File: src/rtl/ysyx_25020047_commit_ctrl_if.sv
// Bundle of the EXU offer, LSU request/response, register-file write and PC update signals.
// The master side is the commit controller; the slave side is the surrounding pipeline.
interface ysyx_25020047_commit_ctrl_if;
  logic        ex_valid;
  logic        ex_ready;
  logic        ex_is_load;
  logic        ex_is_store;
  logic [4:0]  ex_rd;
  logic [31:0] ex_wdata;
  logic [31:0] ex_dnpc;
  logic        ex_rf_we;
  logic        lsu_req_valid;
  logic        lsu_req_ready;
  logic        lsu_resp_valid;
  logic [31:0] lsu_resp_data;
  logic        rf_wen;
  logic [4:0]  rf_waddr;
  logic [31:0] rf_wdata;
  logic        pc_wen;
  logic [31:0] pc_next;
  logic        commit;
  logic        err_timeout;

  modport master (
    input  ex_valid, ex_is_load, ex_is_store, ex_rd, ex_wdata, ex_dnpc, ex_rf_we,
    input  lsu_req_ready, lsu_resp_valid, lsu_resp_data,
    output ex_ready, lsu_req_valid,
    output rf_wen, rf_waddr, rf_wdata, pc_wen, pc_next, commit, err_timeout
  );

  modport slave (
    output ex_valid, ex_is_load, ex_is_store, ex_rd, ex_wdata, ex_dnpc, ex_rf_we,
    output lsu_req_ready, lsu_resp_valid, lsu_resp_data,
    input  ex_ready, lsu_req_valid,
    input  rf_wen, rf_waddr, rf_wdata, pc_wen, pc_next, commit, err_timeout
  );
endinterface

File: src/rtl/ysyx_25020047_commit_ctrl.sv
// Single-issue commit controller: holds one executed instruction, runs its LSU access, then retires it.
// Define YSYX_25020047_COMMIT_TIMEOUT_EN to build the MEM_WAIT watchdog (err_timeout).
module ysyx_25020047_commit_ctrl #(
  parameter int TIMEOUT_CYCLES = 255
) (
  input logic                           clk,
  input logic                           rst,
  ysyx_25020047_commit_ctrl_if.master   bus
);

  localparam logic [1:0] IDLE     = 2'd0;
  localparam logic [1:0] MEM_REQ  = 2'd1;
  localparam logic [1:0] MEM_WAIT = 2'd2;
  localparam logic [1:0] COMMIT   = 2'd3;

  logic [1:0]  state_q, state_d;
  logic [4:0]  rd_q, rd_d;
  logic [31:0] wdata_q, wdata_d;
  logic [31:0] dnpc_q, dnpc_d;
  logic        rf_we_q, rf_we_d;
  logic        is_load_q, is_load_d;
  logic        in_commit;

`ifdef YSYX_25020047_COMMIT_TIMEOUT_EN
  localparam logic [7:0] TIMEOUT_LAST = 8'(TIMEOUT_CYCLES - 1);
  logic [7:0] cnt_q, cnt_d;
  logic       err_q, err_d;
  logic       timeout_hit;

  // cnt_q holds the number of MEM_WAIT cycles already spent before the current one
  assign timeout_hit = (state_q == MEM_WAIT) && (cnt_q == TIMEOUT_LAST);
  assign cnt_d       = (state_q == MEM_WAIT) ? cnt_q + 8'd1 : 8'd0;
  assign err_d       = err_q | (timeout_hit & ~bus.lsu_resp_valid);

  always_ff @(posedge clk) begin
    if (rst) begin
      cnt_q <= 8'd0;
      err_q <= 1'b0;
    end else begin
      cnt_q <= cnt_d;
      err_q <= err_d;
    end
  end

  assign bus.err_timeout = err_q;
`else
  logic [7:0] timeout_cfg_unused;
  assign timeout_cfg_unused = 8'(TIMEOUT_CYCLES);
  assign bus.err_timeout    = 1'b0;
`endif

  always_comb begin
    state_d   = state_q;
    rd_d      = rd_q;
    wdata_d   = wdata_q;
    dnpc_d    = dnpc_q;
    rf_we_d   = rf_we_q;
    is_load_d = is_load_q;
    case (state_q)
      IDLE: begin
        if (bus.ex_valid) begin
          rd_d      = bus.ex_rd;
          wdata_d   = bus.ex_wdata;
          dnpc_d    = bus.ex_dnpc;
          rf_we_d   = bus.ex_rf_we;
          is_load_d = bus.ex_is_load;
          state_d   = (bus.ex_is_load || bus.ex_is_store) ? MEM_REQ : COMMIT;
        end
      end
      MEM_REQ: begin
        if (bus.lsu_req_ready) begin
          state_d = MEM_WAIT;
        end
      end
      MEM_WAIT: begin
        // a store's response is only an acknowledgement; its wdata is kept
        if (bus.lsu_resp_valid) begin
          if (is_load_q) begin
            wdata_d = bus.lsu_resp_data;
          end
          state_d = COMMIT;
        end
`ifdef YSYX_25020047_COMMIT_TIMEOUT_EN
        else if (timeout_hit) begin
          rf_we_d = 1'b0;
          state_d = COMMIT;
        end
`endif
      end
      COMMIT: begin
        state_d = IDLE;
      end
      default: begin
        state_d = IDLE;
      end
    endcase
  end

  always_ff @(posedge clk) begin
    if (rst) begin
      state_q   <= IDLE;
      rd_q      <= 5'd0;
      wdata_q   <= 32'd0;
      dnpc_q    <= 32'd0;
      rf_we_q   <= 1'b0;
      is_load_q <= 1'b0;
    end else begin
      state_q   <= state_d;
      rd_q      <= rd_d;
      wdata_q   <= wdata_d;
      dnpc_q    <= dnpc_d;
      rf_we_q   <= rf_we_d;
      is_load_q <= is_load_d;
    end
  end

  assign in_commit         = (state_q == COMMIT);
  assign bus.ex_ready      = (state_q == IDLE);
  assign bus.lsu_req_valid = (state_q == MEM_REQ);
  assign bus.commit        = in_commit;
  assign bus.pc_wen        = in_commit;
  assign bus.pc_next       = dnpc_q;
  assign bus.rf_wen        = in_commit && rf_we_q && (rd_q != 5'd0);
  assign bus.rf_waddr      = rd_q;
  assign bus.rf_wdata      = wdata_q;

endmodule
File: src/flat_wrapper.sv
// flat-port wrapper written by rule: the top's interface ports become plain ports
module ysyx_25020047_commit_ctrl_flat 
#(
  parameter int TIMEOUT_CYCLES = 255
)
  (clk, rst, bus_ex_valid, bus_ex_is_load, bus_ex_is_store, bus_ex_rd, bus_ex_wdata, bus_ex_dnpc, bus_ex_rf_we, bus_lsu_req_ready, bus_lsu_resp_valid, bus_lsu_resp_data, bus_ex_ready, bus_lsu_req_valid, bus_rf_wen, bus_rf_waddr, bus_rf_wdata, bus_pc_wen, bus_pc_next, bus_commit, bus_err_timeout);
  ysyx_25020047_commit_ctrl_if bus_i ();
  input logic clk;
  input logic rst;
  input wire logic [$bits(bus_i.ex_valid)-1:0] bus_ex_valid;
  input wire logic [$bits(bus_i.ex_is_load)-1:0] bus_ex_is_load;
  input wire logic [$bits(bus_i.ex_is_store)-1:0] bus_ex_is_store;
  input wire logic [$bits(bus_i.ex_rd)-1:0] bus_ex_rd;
  input wire logic [$bits(bus_i.ex_wdata)-1:0] bus_ex_wdata;
  input wire logic [$bits(bus_i.ex_dnpc)-1:0] bus_ex_dnpc;
  input wire logic [$bits(bus_i.ex_rf_we)-1:0] bus_ex_rf_we;
  input wire logic [$bits(bus_i.lsu_req_ready)-1:0] bus_lsu_req_ready;
  input wire logic [$bits(bus_i.lsu_resp_valid)-1:0] bus_lsu_resp_valid;
  input wire logic [$bits(bus_i.lsu_resp_data)-1:0] bus_lsu_resp_data;
  output wire logic [$bits(bus_i.ex_ready)-1:0] bus_ex_ready;
  output wire logic [$bits(bus_i.lsu_req_valid)-1:0] bus_lsu_req_valid;
  output wire logic [$bits(bus_i.rf_wen)-1:0] bus_rf_wen;
  output wire logic [$bits(bus_i.rf_waddr)-1:0] bus_rf_waddr;
  output wire logic [$bits(bus_i.rf_wdata)-1:0] bus_rf_wdata;
  output wire logic [$bits(bus_i.pc_wen)-1:0] bus_pc_wen;
  output wire logic [$bits(bus_i.pc_next)-1:0] bus_pc_next;
  output wire logic [$bits(bus_i.commit)-1:0] bus_commit;
  output wire logic [$bits(bus_i.err_timeout)-1:0] bus_err_timeout;
  assign bus_i.ex_valid = bus_ex_valid;
  assign bus_i.ex_is_load = bus_ex_is_load;
  assign bus_i.ex_is_store = bus_ex_is_store;
  assign bus_i.ex_rd = bus_ex_rd;
  assign bus_i.ex_wdata = bus_ex_wdata;
  assign bus_i.ex_dnpc = bus_ex_dnpc;
  assign bus_i.ex_rf_we = bus_ex_rf_we;
  assign bus_i.lsu_req_ready = bus_lsu_req_ready;
  assign bus_i.lsu_resp_valid = bus_lsu_resp_valid;
  assign bus_i.lsu_resp_data = bus_lsu_resp_data;
  assign bus_ex_ready = bus_i.ex_ready;
  assign bus_lsu_req_valid = bus_i.lsu_req_valid;
  assign bus_rf_wen = bus_i.rf_wen;
  assign bus_rf_waddr = bus_i.rf_waddr;
  assign bus_rf_wdata = bus_i.rf_wdata;
  assign bus_pc_wen = bus_i.pc_wen;
  assign bus_pc_next = bus_i.pc_next;
  assign bus_commit = bus_i.commit;
  assign bus_err_timeout = bus_i.err_timeout;
  ysyx_25020047_commit_ctrl #(.TIMEOUT_CYCLES(TIMEOUT_CYCLES)) u_core (.clk(clk), .rst(rst), .bus(bus_i));
endmodule
File: config.mk
export PLATFORM = sky130hd
export DESIGN_NAME = ysyx_25020047_commit_ctrl_flat
export DESIGN_NICKNAME = d
export VERILOG_FILES = /design/src/rtl/ysyx_25020047_commit_ctrl_if.sv /design/src/rtl/ysyx_25020047_commit_ctrl.sv /design/src/flat_wrapper.sv
export SDC_FILE = /design/constraint.sdc
export NUM_CORES = 1
export LEC_CHECK = 0
export ABC_AREA = 1
export CAP_MARGIN = 15
export CORE_UTILIZATION = 25
export CTS_CLUSTER_DIAMETER = 60
export DETAILED_ROUTE_END_ITERATION = 10
export HOLD_SLACK_MARGIN = 0.05
export PLACE_DENSITY = 0.6
export SKIP_CTS_REPAIR_TIMING = 1
export SLEW_MARGIN = 20
export SYNTH_ARGS = -nofsm -noshare
export SYNTH_HDL_FRONTEND = slang
export SYNTH_SLANG_ARGS = --single-unit
File: constraint.sdc
create_clock -name clk -period 3 [get_ports clk]
set_clock_uncertainty 0.05 [all_clocks]
set_input_delay 0.75 -clock clk [delete_from_list [all_inputs] [get_ports clk]]
set_output_delay 0.75 -clock clk [all_outputs]
set_load 0.02 [all_outputs]
==> results of run 1 <==
## final timing paths
| check | to | startpoint | slack [ns] | cells past startpoint |
|---|---|---|---|---|
| setup / recovery | bus_rf_wen | u_core.state_q[1] | 0.52 | 4 |
| hold / removal | u_core.bus.pc_next[19] | u_core.bus.pc_next[19] | 0.43 | 2 |
| setup reg to reg | u_core.bus.rf_wdata[26] | u_core.state_q[0] | 1.04 | 10 |
| hold reg to reg | u_core.bus.pc_next[19] | u_core.bus.pc_next[19] | 0.43 | 2 |
## logic make-up after synthesis
kind of cell               synth area share [%]
other                                     0.108
buffers and inverters                      14.0
DFF                                        42.0
AOI/OAI and AO/OA                          5.89
and+or+nand+nor                            36.6
adders and majority gates                  1.44
## through the flow
| step | power (mW) | cell area, sq um |
|---|---|---|
| 2_1_floorplan | 3.08 | 3480 |
| 4_1_cts | 5.11 | 5690 |
| 6_report | 5.03 | 5690 |
| 3_3_place_gp | 3.99 | 5400 |
| 5_1_grt | 5.45 | 5690 |
| 3_5_place_dp | 4.05 | 5400 |
## registers in the layout, summed over array words and instances (netlist names)
| register | count |
|---|---|
| u_core.is_load_q | 1 |
| u_core.state_q | 2 |
| u_core.bus.rf_waddr | 5 |
| u_core.bus.rf_wdata | 32 |
| u_core.bus.pc_next | 32 |
| u_core.rf_we_q | 1 |
## layout make-up
type                       count  share of cell area [%]
tap                          176                    3.87
timing repair buffer         189                    33.4
clock inverter                 5                    1.01
multi-input combinational    373                    27.1
sequential                    73                    25.7
clock buffer                  10                    4.03
inverter                      75                    4.95
## metal layers
| metal | track usage, % | wire [um] | vias up |
|---|---|---|---|
| met5 | 0 | 0 | - |
| met3 | 7.18 | 1030 | 10 |
| met1 | 15.8 | 4210 | 1595 |
| met4 | 4.38 | 124 | 0 |
| li1 | - | - | 1968 |
| met2 | 25.0 | 4720 | 112 |
## cell usage in the layout (no fill, tap or decap), types with 2 or more instances in the layout
cell,synthesis,final
inv_1,40,40
buf_12,0,2
buf_4,14,5
inv_2,6,7
nand2_1,79,79
ha_1,4,3
clkdlybuf4s50_1,0,182
clkbuf_16,0,9
dfxtp_1,73,73
o21ai_1,12,11
nor2_1,212,212
clkinvlp_4,0,3
clkinv_1,29,28
o21ai_0,29,29
nand3_1,34,34
## cell usage after synthesis
cell,number
nor2_1,212
buf_6,3
o21ai_1,12
ha_1,4
clkinv_1,29
nor2_2,1
nor3_1,1
clkbuf_1,9
dfxtp_1,73
buf_2,6
buf_1,1
nand3_1,34
conb_1,1
inv_2,6
o21ai_0,29
buf_4,14
nand2_1,79
inv_1,40
## power groups by stage
stage	clock (mW)	sequential, mW	combinational, mW
final	1.03	1.46	2.53
after global routing	1.11	1.51	2.83
after CTS	1.06	1.47	2.57
after detailed placement	0	1.48	2.57
after global placement	0	1.47	2.53
after floorplan	0	1.83	1.25
## worst reg2reg max path, stage by stage (launching register included)
cell and delay, ns:
dfxtp_1 0.33, inv_1 0.11, ha_2 0.22, buf_4 0.35, inv_2 0.08, nand2_1 0.08
o21ai_1 0.08, nor2_2 0.07, buf_4 0.32, nor2_1 0.10, nor2_1 0.11
==> metrics, run 1 <==
Startpoint Class flop; power share of the clock group a little over 20%; Setup CP Type reg2out; die area 14,400 sq um; cell family with most CP delay buffers and inverters; Hold Vio Cnt, Final 0; P_int between 3 and 4 mW; outcome complete, no violations; setup TNS 0 ns; worst-path fanout max 3; Post-DP HPWL 7560 um; post-layout minimum cycle time 2.48 ns; Pre-Repair DR Iteration Count 4; area leader, netlist dfxtp_1; pwr/cell area between 800 and 900 nW/um^2; #FFs+latches synth 73; data arrival time of the critical path 1.68 ns; Hold Worst Slack 0.428 ns; Clock Latency Late Sink 0.34 ns; Storage cell area roughly 1500 sq um; WL final 10,100 um; syn nets 667; initial drt markers 124; largest cells by area after synthesis dfxtp_1, nor2_1, nand2_1; worst-path cell chain ha_1 -> nand3_1 -> inv_1 -> clkdlybuf4s50_1; antenna viol nets, final 0; Sink Count 73; Placed Cells 886; Final WS setup 0.519 ns; CP Data Required Time 2.20 ns; share of the synthesized area in the top cell type a little over two fifths; period utilization around 83%; Synth Cell Area 3480 sq um; drt wl/cell 11.2 um; Worst Setup Slack post-DPL 0.672 ns; Slew Viols, Final 0; GP Congestion 0.744; GR Util All Layers 14.6%; leakage power 2.52 nW; n_diodes 0; worst IR drop on VDD 0.411 mV; Worst path max stage delay between 0.6 and 0.7 ns; first-pass GRT wire length approximately 17,000 um; Max Freq 403 MHz; # DRC 0; Area Overhead vs Synth 63.3%; RSZ-0062 raised after global routing no; root buf cell clkbuf_16; Hold Path Class reg2reg; clock buffer depth 2; CP bufs+invs 2; Layout fillers 1,424; Max Cap Viol 0; Non-Filler Instances 901; footprint of the multi-input gates between 1500 and 2000 sq um; core footprint ~13,000 sq um; Logic pwr share between 50 and 60%; layout net count about 830; Boundary Pins 184; CTS buffer count 9; Post-Synthesis Cells 554; total net switching power 2.01 mW; # H-tree levels 3; sequential fraction of the synthesis area approximately two fifths; Reg power frac 29.1%; vias per inst 4.09; Setup crit end kind output port; Switching Share around 40%; vias in the first global route 3,648; Cell Rows 42; yosys warns 0; initial antenna violation count 0; routed vias 3,685; chip height 120 um; buffers added on ports ~180; width of the chip approximately 120 um; share of layout cells above drive strength 1 4.28%; pin count of the biggest net entering global routing 42; Setup Viol. Count Final 0; post-layout util 42.4%; CTS tree yes; slew margin rel. 58.0%; Worst-path clk slew 0.06 ns; Remaining Overflow, GRT 0; worst-margin pin slew 0.628 ns; Starting Density 26.0%; distinct cell type count after synthesis 18; Synth Area per Inst about 6.3 sq um; CP max stage cell clkdlybuf4s50_1
Power figures use the tool's default switching activity.
==> inputs of run 2 (changes only) <==
- clock period: 3 -> 2.5 ns (I/O delays scaled with it)
==> run 2 against run 1 <==
  * Via count is 0.87% higher
  * Largest cell class unchanged
  * Final area is 0.53% higher
  * Register-to-register slack worse by 0.29 ns
==> metrics, run 2 (synthesized netlist as in run 1, its figures left out) <==
layout net count 837 (+0.36%); Boundary Pins 184 (unchanged); total stage count of the critical path 4 (unchanged); Worst path max stage delay 0.61 ns (about the same); Setup Viol. Count Final 0 (unchanged); # H-tree levels 3 (unchanged); Setup CP Type reg2out; Hold Vio Cnt, Final 0 (unchanged); post-layout util 42.7% (+0.22 points); CP max stage cell clkdlybuf4s50_1; width of the chip 120 um (unchanged); Starting Density 26.0% (unchanged); core footprint 13,400 sq um (unchanged); Layout fillers 1,398 (-1.8%); CTS buffer count 9 (unchanged); R2R setup slack 0.75 ns (-0.29 ns); Hold Path Stages 2 (unchanged); leakage power 2.55 nW (+1.1%); n_diodes 0 (unchanged); worst-path cell chain ha_1 -> nand3_1 -> inv_1 -> clkdlybuf4s50_1; Switching Share 40.5% (+0.44 points); Reg power frac 28.8% (-0.3 points); pwr/cell area 1060 nW/um^2 (+20%); power share of the clock group 19.9% (-0.6 points); first-pass GRT wire length 16,300 um (-2.3%); antenna viol nets, final 0 (unchanged); RSZ-0062 raised after global routing no; Hold Path Class reg2reg; Clock Latency Late Sink 0.33 ns (about the same); CP bufs+invs 2 (unchanged); setup TNS 0 ns (unchanged); period utilization 94.0%; Worst Setup Slack post-DPL 0.385 ns (-0.287 ns); Storage cell area 1460 sq um (unchanged); footprint of the multi-input gates 1540 sq um (unchanged); CP Data Required Time 1.82 ns (-0.38 ns); worst IR drop on VDD 0.452 mV (+9.8%); data arrival time of the critical path 1.68 ns (about the same); cell family with most CP delay buffers and inverters; Area Overhead vs Synth 64.2%; R2R depth 8 (-2); Startpoint Class flop; worst-path fanout max 3 (unchanged); Setup crit end kind output port; initial antenna violation count 0 (unchanged); Placed Cells 889 (+0.34%); buffers added on ports 182 (unchanged); vias in the first global route 3,519 (-3.5%); clock buffer depth 2 (unchanged); Cell Rows 42 (unchanged); chip height 120 um (unchanged); outcome complete, no violations; Non-Filler Instances 905 (+0.44%); GP Congestion 0.759 (+2.0%); drt wl/cell 11.3 um (+0.55%); Pwr Total 6.09 mW (+21%); Post-DP HPWL 7660 um (+1.4%); post-layout minimum cycle time 2.35 ns; root buf cell clkbuf_16; Logic pwr share 51.3% (+0.9 points); total net switching power 2.47 mW (+22%); share of layout cells above drive strength 1 4.80% (+0.53 points); Max Freq around 430 MHz; routed vias 3,717 (+0.87%); pin count of the biggest net entering global routing 74 (+76%); initial drt markers 119 (-4.0%); P_int 3.62 mW (+20%); Max Cap Viol 0 (unchanged); vias per inst 4.11 (+0.42%); commonest non-fill, non-tap cells in the layout nor2_1, clkdlybuf4s50_1, nand2_1; leading cell type in the layout, fill and taps excluded nor2_1; Pre-Repair DR Iteration Count 5 (+1); Worst-path clk slew 0.06 ns (about the same); Final WS setup 0.149 ns (-0.370 ns); WL final 10,200 um (+1.0%); Sink Count 73 (unchanged); Remaining Overflow, GRT 0 (unchanged); die area 14,400 sq um (unchanged); # DRC 0 (unchanged); Slew Viols, Final 0 (unchanged); GR Util All Layers 14.2% (-0.43 points); CTS tree yes
-- run 2: final timing paths --
path,startpoint,end
hold reg to reg,u_core.bus.rf_wdata[15],u_core.bus.rf_wdata[15]
setup / recovery,u_core.state_q[1],bus_rf_wen
setup reg to reg,u_core.state_q[0],u_core.bus.rf_wdata[23]
hold / removal,u_core.bus.rf_wdata[15],u_core.bus.rf_wdata[15]
-- run 2: metrics by stage --
stage	hold slack [ns]	area, sq um
2_1_floorplan	0.406	3480
3_3_place_gp	0.411	5440
3_5_place_dp	0.421	5440
4_1_cts	0.435	5720
5_1_grt	0.454	5720
6_report	0.429	5720
-- run 2: power groups by stage --
| stage | combinational, mW | clock (mW) | sequential [mW] |
|---|---|---|---|
| after floorplan | 1.50 | 0 | 2.19 |
| after global placement | 3.11 | 0 | 1.76 |
| after detailed placement | 3.16 | 0 | 1.78 |
| after CTS | 3.17 | 1.26 | 1.76 |
| after global routing | 3.48 | 1.31 | 1.80 |
| final | 3.12 | 1.21 | 1.75 |
-- run 2: layout make-up --
type	instances	share of cell area, %
Inverter	75	4.92
Multi-Input combinational cell	373	26.9
Sequential cell	73	25.6
Clock inverter	5	0.678
Tap cell	176	3.85
Timing Repair Buffer	192	33.8
Clock buffer	11	4.25
-- run 2: per-layer routing --
| metal | up-vias | GRT usage [%] | part of all wire [%] | wire (um) |
|---|---|---|---|---|
| met3 | 10 | 5.37 | 8.7 | 882 |
| met5 | - | 0 | 0 | 0 |
| met2 | 112 | 24.6 | 48 | 4910 |
| met1 | 1613 | 16.0 | 42 | 4300 |
| met4 | 0 | 4.45 | 1.0 | 104 |
| li1 | 1982 | - | - | - |
-- run 2: worst reg2reg max path, stage by stage, from the launching register on --
cell	delay, ns
dfxtp_1	0.33
inv_1	0.11
ha_1	0.24
inv_1	0.11
o21ai_2	0.36
buf_12	0.22
nand3_1	0.11
nand2_1	0.08
nor2_1	0.04
